**config.mk**
```make
export PLATFORM = sky130hd
export DESIGN_NAME = upload_arbiter
export DESIGN_NICKNAME = d
export VERILOG_FILES = /design/src/rtl/upload_arb_pkg.sv /design/src/rtl/rr_arbiter.sv /design/src/rtl/upload_arbiter.sv
export SDC_FILE = /design/constraint.sdc
export NUM_CORES = 1
export LEC_CHECK = 0
export BUFFER_PORTS_ARGS = -buffer_cell sky130_fd_sc_hd__buf_2
export CORE_ASPECT_RATIO = 0.8
export CORE_MARGIN = 4
export CORE_UTILIZATION = 46
export DETAILED_ROUTE_END_ITERATION = 16
export PLACE_DENSITY = 0.75
export SKIP_LAST_GASP = 1
export SLEW_MARGIN = 10
export SYNTH_ARGS = -nofsm -noshare
export SYNTH_HDL_FRONTEND = slang
export SYNTH_SLANG_ARGS = --single-unit
```
**constraint.sdc**
```tcl
create_clock -name clk -period 1.74 [get_ports clk]
set_input_delay 0.174 -clock clk [delete_from_list [all_inputs] [get_ports clk]]
set_output_delay 0.174 -clock clk [all_outputs]
set_load 0.01 [all_outputs]
```
**src/rtl/upload_arb_pkg.sv**
```systemverilog
`default_nettype none
// ============================================================================
// Module      : upload_arb_pkg
// Description : FSM encoding and framing constants shared by upload_arbiter.
// Revision    : 1.0 - initial release
// ============================================================================
package upload_arb_pkg;

    typedef enum logic [2:0] {
        ST_IDLE = 3'd0,
        ST_HDR  = 3'd1,
        ST_CHID = 3'd2,
        ST_DATA = 3'd3,
        ST_CSUM = 3'd4
    } arb_state_t;

    localparam logic [7:0] c_sync_byte_default = 8'hAA;

    // Channel-ID byte: upper nibble reserved as zero, channel index below.
    function automatic logic [7:0] chid_byte(input logic [3:0] idx);
        return {4'h0, idx};
    endfunction

endpackage
`default_nettype wire

```
**src/rtl/rr_arbiter.sv**
```systemverilog
`default_nettype none
// ============================================================================
// Module      : rr_arbiter
// Description : Round-robin requester select with one-hot grant and a pointer
//               that moves to the granted channel on an advance strobe.
// Revision    : 1.0 - initial release
// ============================================================================
module rr_arbiter #(
    parameter int NUM_CH = 4,
    parameter int IDX_W  = (NUM_CH > 1) ? $clog2(NUM_CH) : 1
) (
    input  logic              clk,
    input  logic              rst,
    input  logic [NUM_CH-1:0] req,
    input  logic              advance,
    output logic [NUM_CH-1:0] grant,
    output logic [IDX_W-1:0]  grant_idx
);

    logic [IDX_W-1:0] r_ptr;
    logic [IDX_W-1:0] w_hi_idx;
    logic [IDX_W-1:0] w_lo_idx;
    logic             w_hi_found;
    logic             w_lo_found;
    logic             w_any;

    // Lowest requester above the pointer wins; otherwise wrap to the lowest overall.
    always_comb begin
        w_hi_idx   = '0;
        w_lo_idx   = '0;
        w_hi_found = 1'b0;
        w_lo_found = 1'b0;
        for (int i = NUM_CH - 1; i >= 0; i--) begin
            if (req[i]) begin
                if (i > int'(r_ptr)) begin
                    w_hi_idx   = IDX_W'(i);
                    w_hi_found = 1'b1;
                end else begin
                    w_lo_idx   = IDX_W'(i);
                    w_lo_found = 1'b1;
                end
            end
        end
    end

    assign w_any     = w_hi_found | w_lo_found;
    assign grant_idx = w_hi_found ? w_hi_idx : w_lo_idx;

    always_comb begin
        grant = '0;
        for (int i = 0; i < NUM_CH; i++) begin
            grant[i] = w_any && (grant_idx == IDX_W'(i));
        end
    end

    always_ff @(posedge clk or posedge rst) begin
        if (rst) begin
            r_ptr <= IDX_W'(NUM_CH - 1);
        end else if (advance && w_any) begin
            r_ptr <= grant_idx;
        end
    end

endmodule
`default_nettype wire

```
**src/rtl/upload_arbiter.sv**
```systemverilog
`default_nettype none
// ============================================================================
// Module      : upload_arbiter
// Description : Multiplexes per-channel byte streams into framed USB uploads:
//               SYNC, channel ID, payload (max MAX_LEN), XOR checksum.
// Revision    : 1.0 - initial release
// ============================================================================
module upload_arbiter
    import upload_arb_pkg::*;
#(
    parameter int         NUM_CH    = 4,
    parameter int         MAX_LEN   = 64,
    parameter logic [7:0] SYNC_BYTE = c_sync_byte_default
) (
    input  logic                clk,
    input  logic                rst,
    input  logic [NUM_CH*8-1:0] src_data,
    input  logic [NUM_CH-1:0]   src_valid,
    input  logic [NUM_CH-1:0]   src_last,
    output logic [NUM_CH-1:0]   src_ready,
    output logic [7:0]          usb_upload_data,
    output logic                usb_upload_valid,
    input  logic                usb_upload_ready,
    output logic                err_overlen,
    output logic                busy
);

    localparam int c_idx_w = (NUM_CH > 1) ? $clog2(NUM_CH) : 1;
    localparam int c_len_w = $clog2(MAX_LEN + 1);

    arb_state_t         r_state;
    arb_state_t         w_state_nxt;
    logic [c_idx_w-1:0] r_chan;
    logic [c_idx_w-1:0] w_grant_idx;
    logic [NUM_CH-1:0]  w_grant;
    logic [c_len_w-1:0] r_len;
    logic [7:0]         r_csum;
    logic [7:0]         r_out_data;
    logic               r_out_valid;
    logic               r_err;
    logic               w_load;
    logic               w_emit;
    logic [7:0]         w_emit_byte;
    logic               w_csum_en;
    logic               w_advance;
    logic               w_accept;
    logic               w_trunc;
    logic [NUM_CH-1:0]  w_src_ready;
    logic [7:0]         w_src_byte;
    logic               w_src_valid;
    logic               w_src_last;

    rr_arbiter #(
        .NUM_CH (NUM_CH),
        .IDX_W  (c_idx_w)
    ) u_rr_arbiter (
        .clk       (clk),
        .rst       (rst),
        .req       (src_valid),
        .advance   (w_advance),
        .grant     (w_grant),
        .grant_idx (w_grant_idx)
    );

    assign w_load = !r_out_valid || usb_upload_ready;

    always_comb begin
        w_src_byte  = '0;
        w_src_valid = 1'b0;
        w_src_last  = 1'b0;
        for (int i = 0; i < NUM_CH; i++) begin
            if (r_chan == c_idx_w'(i)) begin
                w_src_byte  = src_data[8*i +: 8];
                w_src_valid = src_valid[i];
                w_src_last  = src_last[i];
            end
        end
    end

    always_ff @(posedge clk or posedge rst) begin
        if (rst) begin
            r_state <= ST_IDLE;
        end else begin
            r_state <= w_state_nxt;
        end
    end

    // Every emitting state advances only when the output register can take a byte.
    always_comb begin
        w_state_nxt = r_state;
        w_emit      = 1'b0;
        w_emit_byte = '0;
        w_csum_en   = 1'b0;
        w_advance   = 1'b0;
        w_accept    = 1'b0;
        w_trunc     = 1'b0;
        w_src_ready = '0;
        case (r_state)
            ST_IDLE: begin
                if (|w_grant) begin
                    w_advance   = 1'b1;
                    w_state_nxt = ST_HDR;
                end
            end
            ST_HDR: begin
                if (w_load) begin
                    w_emit      = 1'b1;
                    w_emit_byte = SYNC_BYTE;
                    w_csum_en   = 1'b1;
                    w_state_nxt = ST_CHID;
                end
            end
            ST_CHID: begin
                if (w_load) begin
                    w_emit      = 1'b1;
                    w_emit_byte = chid_byte(4'(r_chan));
                    w_csum_en   = 1'b1;
                    w_state_nxt = ST_DATA;
                end
            end
            ST_DATA: begin
                for (int i = 0; i < NUM_CH; i++) begin
                    w_src_ready[i] = w_load && (r_chan == c_idx_w'(i));
                end
                if (w_load && w_src_valid) begin
                    w_accept    = 1'b1;
                    w_emit      = 1'b1;
                    w_emit_byte = w_src_byte;
                    w_csum_en   = 1'b1;
                    if (w_src_last) begin
                        w_state_nxt = ST_CSUM;
                    end else if (r_len == c_len_w'(MAX_LEN - 1)) begin
                        w_trunc     = 1'b1;
                        w_state_nxt = ST_CSUM;
                    end
                end
            end
            ST_CSUM: begin
                if (w_load) begin
                    w_emit      = 1'b1;
                    w_emit_byte = r_csum;
                    w_state_nxt = ST_IDLE;
                end
            end
            default: begin
                w_state_nxt = ST_IDLE;
            end
        endcase
    end

    always_ff @(posedge clk or posedge rst) begin
        if (rst) begin
            r_out_valid <= 1'b0;
            r_out_data  <= '0;
            r_err       <= 1'b0;
            r_csum      <= '0;
            r_len       <= '0;
            r_chan      <= '0;
        end else begin
            if (w_load) begin
                r_out_valid <= w_emit;
                if (w_emit) begin
                    r_out_data <= w_emit_byte;
                end
            end
            r_err <= w_trunc;
            if (w_advance) begin
                r_chan <= w_grant_idx;
                r_csum <= '0;
                r_len  <= '0;
            end else begin
                if (w_csum_en) begin
                    r_csum <= r_csum ^ w_emit_byte;
                end
                if (w_accept) begin
                    r_len <= r_len + c_len_w'(1);
                end
            end
        end
    end

    assign src_ready        = w_src_ready;
    assign usb_upload_data  = r_out_data;
    assign usb_upload_valid = r_out_valid;
    assign err_overlen      = r_err;
    assign busy             = (r_state != ST_IDLE);

endmodule
`default_nettype wire

```
==> impl_metrics.tcl <==
set metrics [dict create \
    crit_buf_inv 2 \
    hold_viol_final 0 \
    crit_fanout 4 \
    grt_pass1_wl_mm 8.97 \
    nets 336 \
    status "finished with violations" \
    drt_iter0_drc 236 \
    arrival_ps 1960 \
    gr-total-overflow 0 \
    slowest_stage "mux4_2" \
    critPathLaunchType "flop" \
    yosysWarnings 0 \
    core_area_um2 3950 \
    cts_max_level 2 \
    vias 1998 \
    cp-startpoint "r_chan[0]$_DFFE_PP0P_" \
    first_pass_iters 4 \
    wl_per_cell_um 16.3 \
    antenna_found_initial 0 \
    hold-worst-slack_ps 298 \
    synth_cell_types 44 \
    antenna_cells 0 \
    multiInputGateArea_um2 1190 \
    start_util 0.496 \
    hp-class "input pin to flop" \
    seq_area_um2 803 \
    period_minus_slack_ps 1790 \
    synth_edf_count 0 \
    period_share 1.03 \
    synth_area_um2 1960 \
    drv_slew 0 \
    power.leakage_nw 1.29 \
    synth_ff_type "dfrtp_1" \
    synthCells 200 \
    worstMarginPinSlew_ps 478 \
    place.gp.congestion 0.876 \
    setup_violations 16 \
    hpwl_mm 3.88 \
    r2r_cells 6 \
    rows 20 \
    clock_latency_ps 290 \
    setup_ws_ps -54.9 \
    cts_tree "built" \
    portBuffers 57 \
    final_cell_mix "57 x buf_2, 31 x buf_4, 30 x dfrtp_1" \
    wl_mm 5.68 \
    cp_top_family "multiplexers" \
    total_power_mw 4.77 \
    timing.slew.headroom 0.679 \
    reg2reg_to "usb_upload_data[5]$_DFFE_PP0P_" \
    timing.rr.start "r_chan[0]$_DFFE_PP0P_" \
    die_w_um 81.0 \
    max_cap_violations 0 \
    path_cells "mux4_2 -> buf_6 -> buf_8 -> a21oi_4 -> nor2_4 -> a221o_1" \
    ys_seq_area_frac 0.410 \
    fill_cells 306 \
    grt_pass1_vias 1850 \
    grt_setup_unrepaired "true" \
    die_h_um 66.4 \
    layout_commonest_cell "buf_2" \
    fmax_mhz 557 \
    syn_avg_cell_area_um2 9.80 \
    grt_max_degree 33 \
    worstSetupEndpointType "flop" \
    r2r_slack_ps -50 \
    worst-path-stages 6 \
    fin_util 0.710 \
    io_pins 58 \
    finalInstanceArea_um2 2810 \
    critPathMaxStageDelay_ps 530 \
    power_density_nw_per_um2 1700 \
    clkTransAtPathRegs_ps 70 \
    track_usage 0.219 \
    cp_data_required_time_ps 1910 \
    clockBufferDepth 2 \
    yosys_register_bits 32 \
    syn_to_final_growth_pct 43.2 \
    dpl_cell_area_um2 2500 \
    crit_end "usb_upload_data[5]$_DFFE_PP0P_" \
    drc 0 \
    drive_above_1_share 0.454 \
    syn-num-nets 244 \
    die-area_um2 5380 \
    fin_worst_skew_ps 6.79 \
    place_ws_ps -45.4 \
    ir_drop_mv 1.17 \
    numCtsBuffers 5 \
    clockRootBuffer "clkbuf_8" \
    async_reset_ff_frac 1.00 \
    cts.sinks 32 \
    viasPerCell 5.74 \
    crit_type "flop to flop" \
    failed_checks "negative setup slack" \
    ant_nets 0 \
]
## sequential cells by signal, indices dropped and copies added, names as in the netlist
register and count:
err_overlen 1, r_chan 2, r_csum 8, r_len 7, r_state 3, u_rr_arbiter.r_ptr 2
usb_upload_data 8, usb_upload_valid 1
## through the flow
stage | std cells | TNS, ps
after floorplan | 200 | -31.2
after global placement | 331 | -14.3
after detailed placement | 331 | -236
after CTS | 346 | -443
after global routing | 348 | -2270
final | 348 | -436
## per-layer routing
metal	wire [um]	share of wire	track usage	up-vias
met3	392	0.069	0.0422	9
met2	2650	0.47	0.319	82
met4	82	0.014	0.0759	0
met1	2550	0.45	0.320	964
met5	0	0	0	-
li1	-	-	-	943
## timing repair
item	CTS	global route
resized for setup	10	26
pin swaps	11	12
buffers inserted	5	2
endpoints found under the setup margin	14	32
hold endpoints to repair	30	0
hold buffers	1	0
cloned	1	0
## worst min-delay path by stage
stage	from	to	slack, ps	depth (start not counted)
after floorplan	rst	err_overlen$_DFF_PP0_	290	1
after global placement	rst	r_len[0]$_DFFE_PP0P_	280	3
after detailed placement	rst	err_overlen$_DFF_PP0_	280	3
after CTS	src_last[2]	err_overlen$_DFF_PP0_	290	3
after global routing	src_last[3]	err_overlen$_DFF_PP0_	310	3
final	src_last[0]	err_overlen$_DFF_PP0_	300	3
## cell families (layout without fill, tap and decap cells)
group | Yosys count | after routing | share of synthesized area
simple gates | 74 | 74 | 0.205
xor+xnor | 1 | 1 | 0.00447
buf+inv | 19 | 112 | 0.0389
fa+ha+maj | 1 | 1 | 0.00638
flops | 32 | 32 | 0.410
compound gates | 58 | 58 | 0.214
mux | 15 | 15 | 0.121
## area by class of cell
type	count	area share
Timing Repair Buffer	98	0.225
Multi-Input combinational cell	149	0.424
Inverter	6	0.00802
Clock buffer	8	0.0321
Sequential cell	32	0.286
Tap cell	55	0.0245
## synthesized netlist by cell type, types with 4 or more instances
cell type / n / area (um^2)
and2_1: 5 / 31.3
clkbuf_1: 9 / 33.8
o21ai_0: 7 / 35.0
buf_2: 4 / 20.0
a21oi_1: 16 / 80.1
mux4_2: 7 / 158
nor3_1: 8 / 40.0
or4_1: 5 / 37.5
nor2b_1: 8 / 50.1
a221o_1: 7 / 70.1
a211oi_1: 6 / 45.0
nand2b_1: 5 / 31.3
o31ai_1: 4 / 30.0
nand2_1: 17 / 63.8
nor2_1: 10 / 37.5
or3_1: 4 / 25.0
mux2i_1: 8 / 80.1
inv_1: 6 / 22.5
dfrtp_1: 30 / 751
## worst reg2reg max path: stages, from the launching register on
cell and delay (ps):
dfrtp_1 380, mux4_2 530, buf_6 150, buf_8 130, a21oi_4 160, nor2_4 50
a221o_1 270
## where the power goes
part           switching [mW]  internal [mW]
Sequential              0.208           1.03
Combinational            1.45           1.48
Clock                   0.277          0.322
Total                    1.93           2.83
Power figures use the tool's default switching activity.
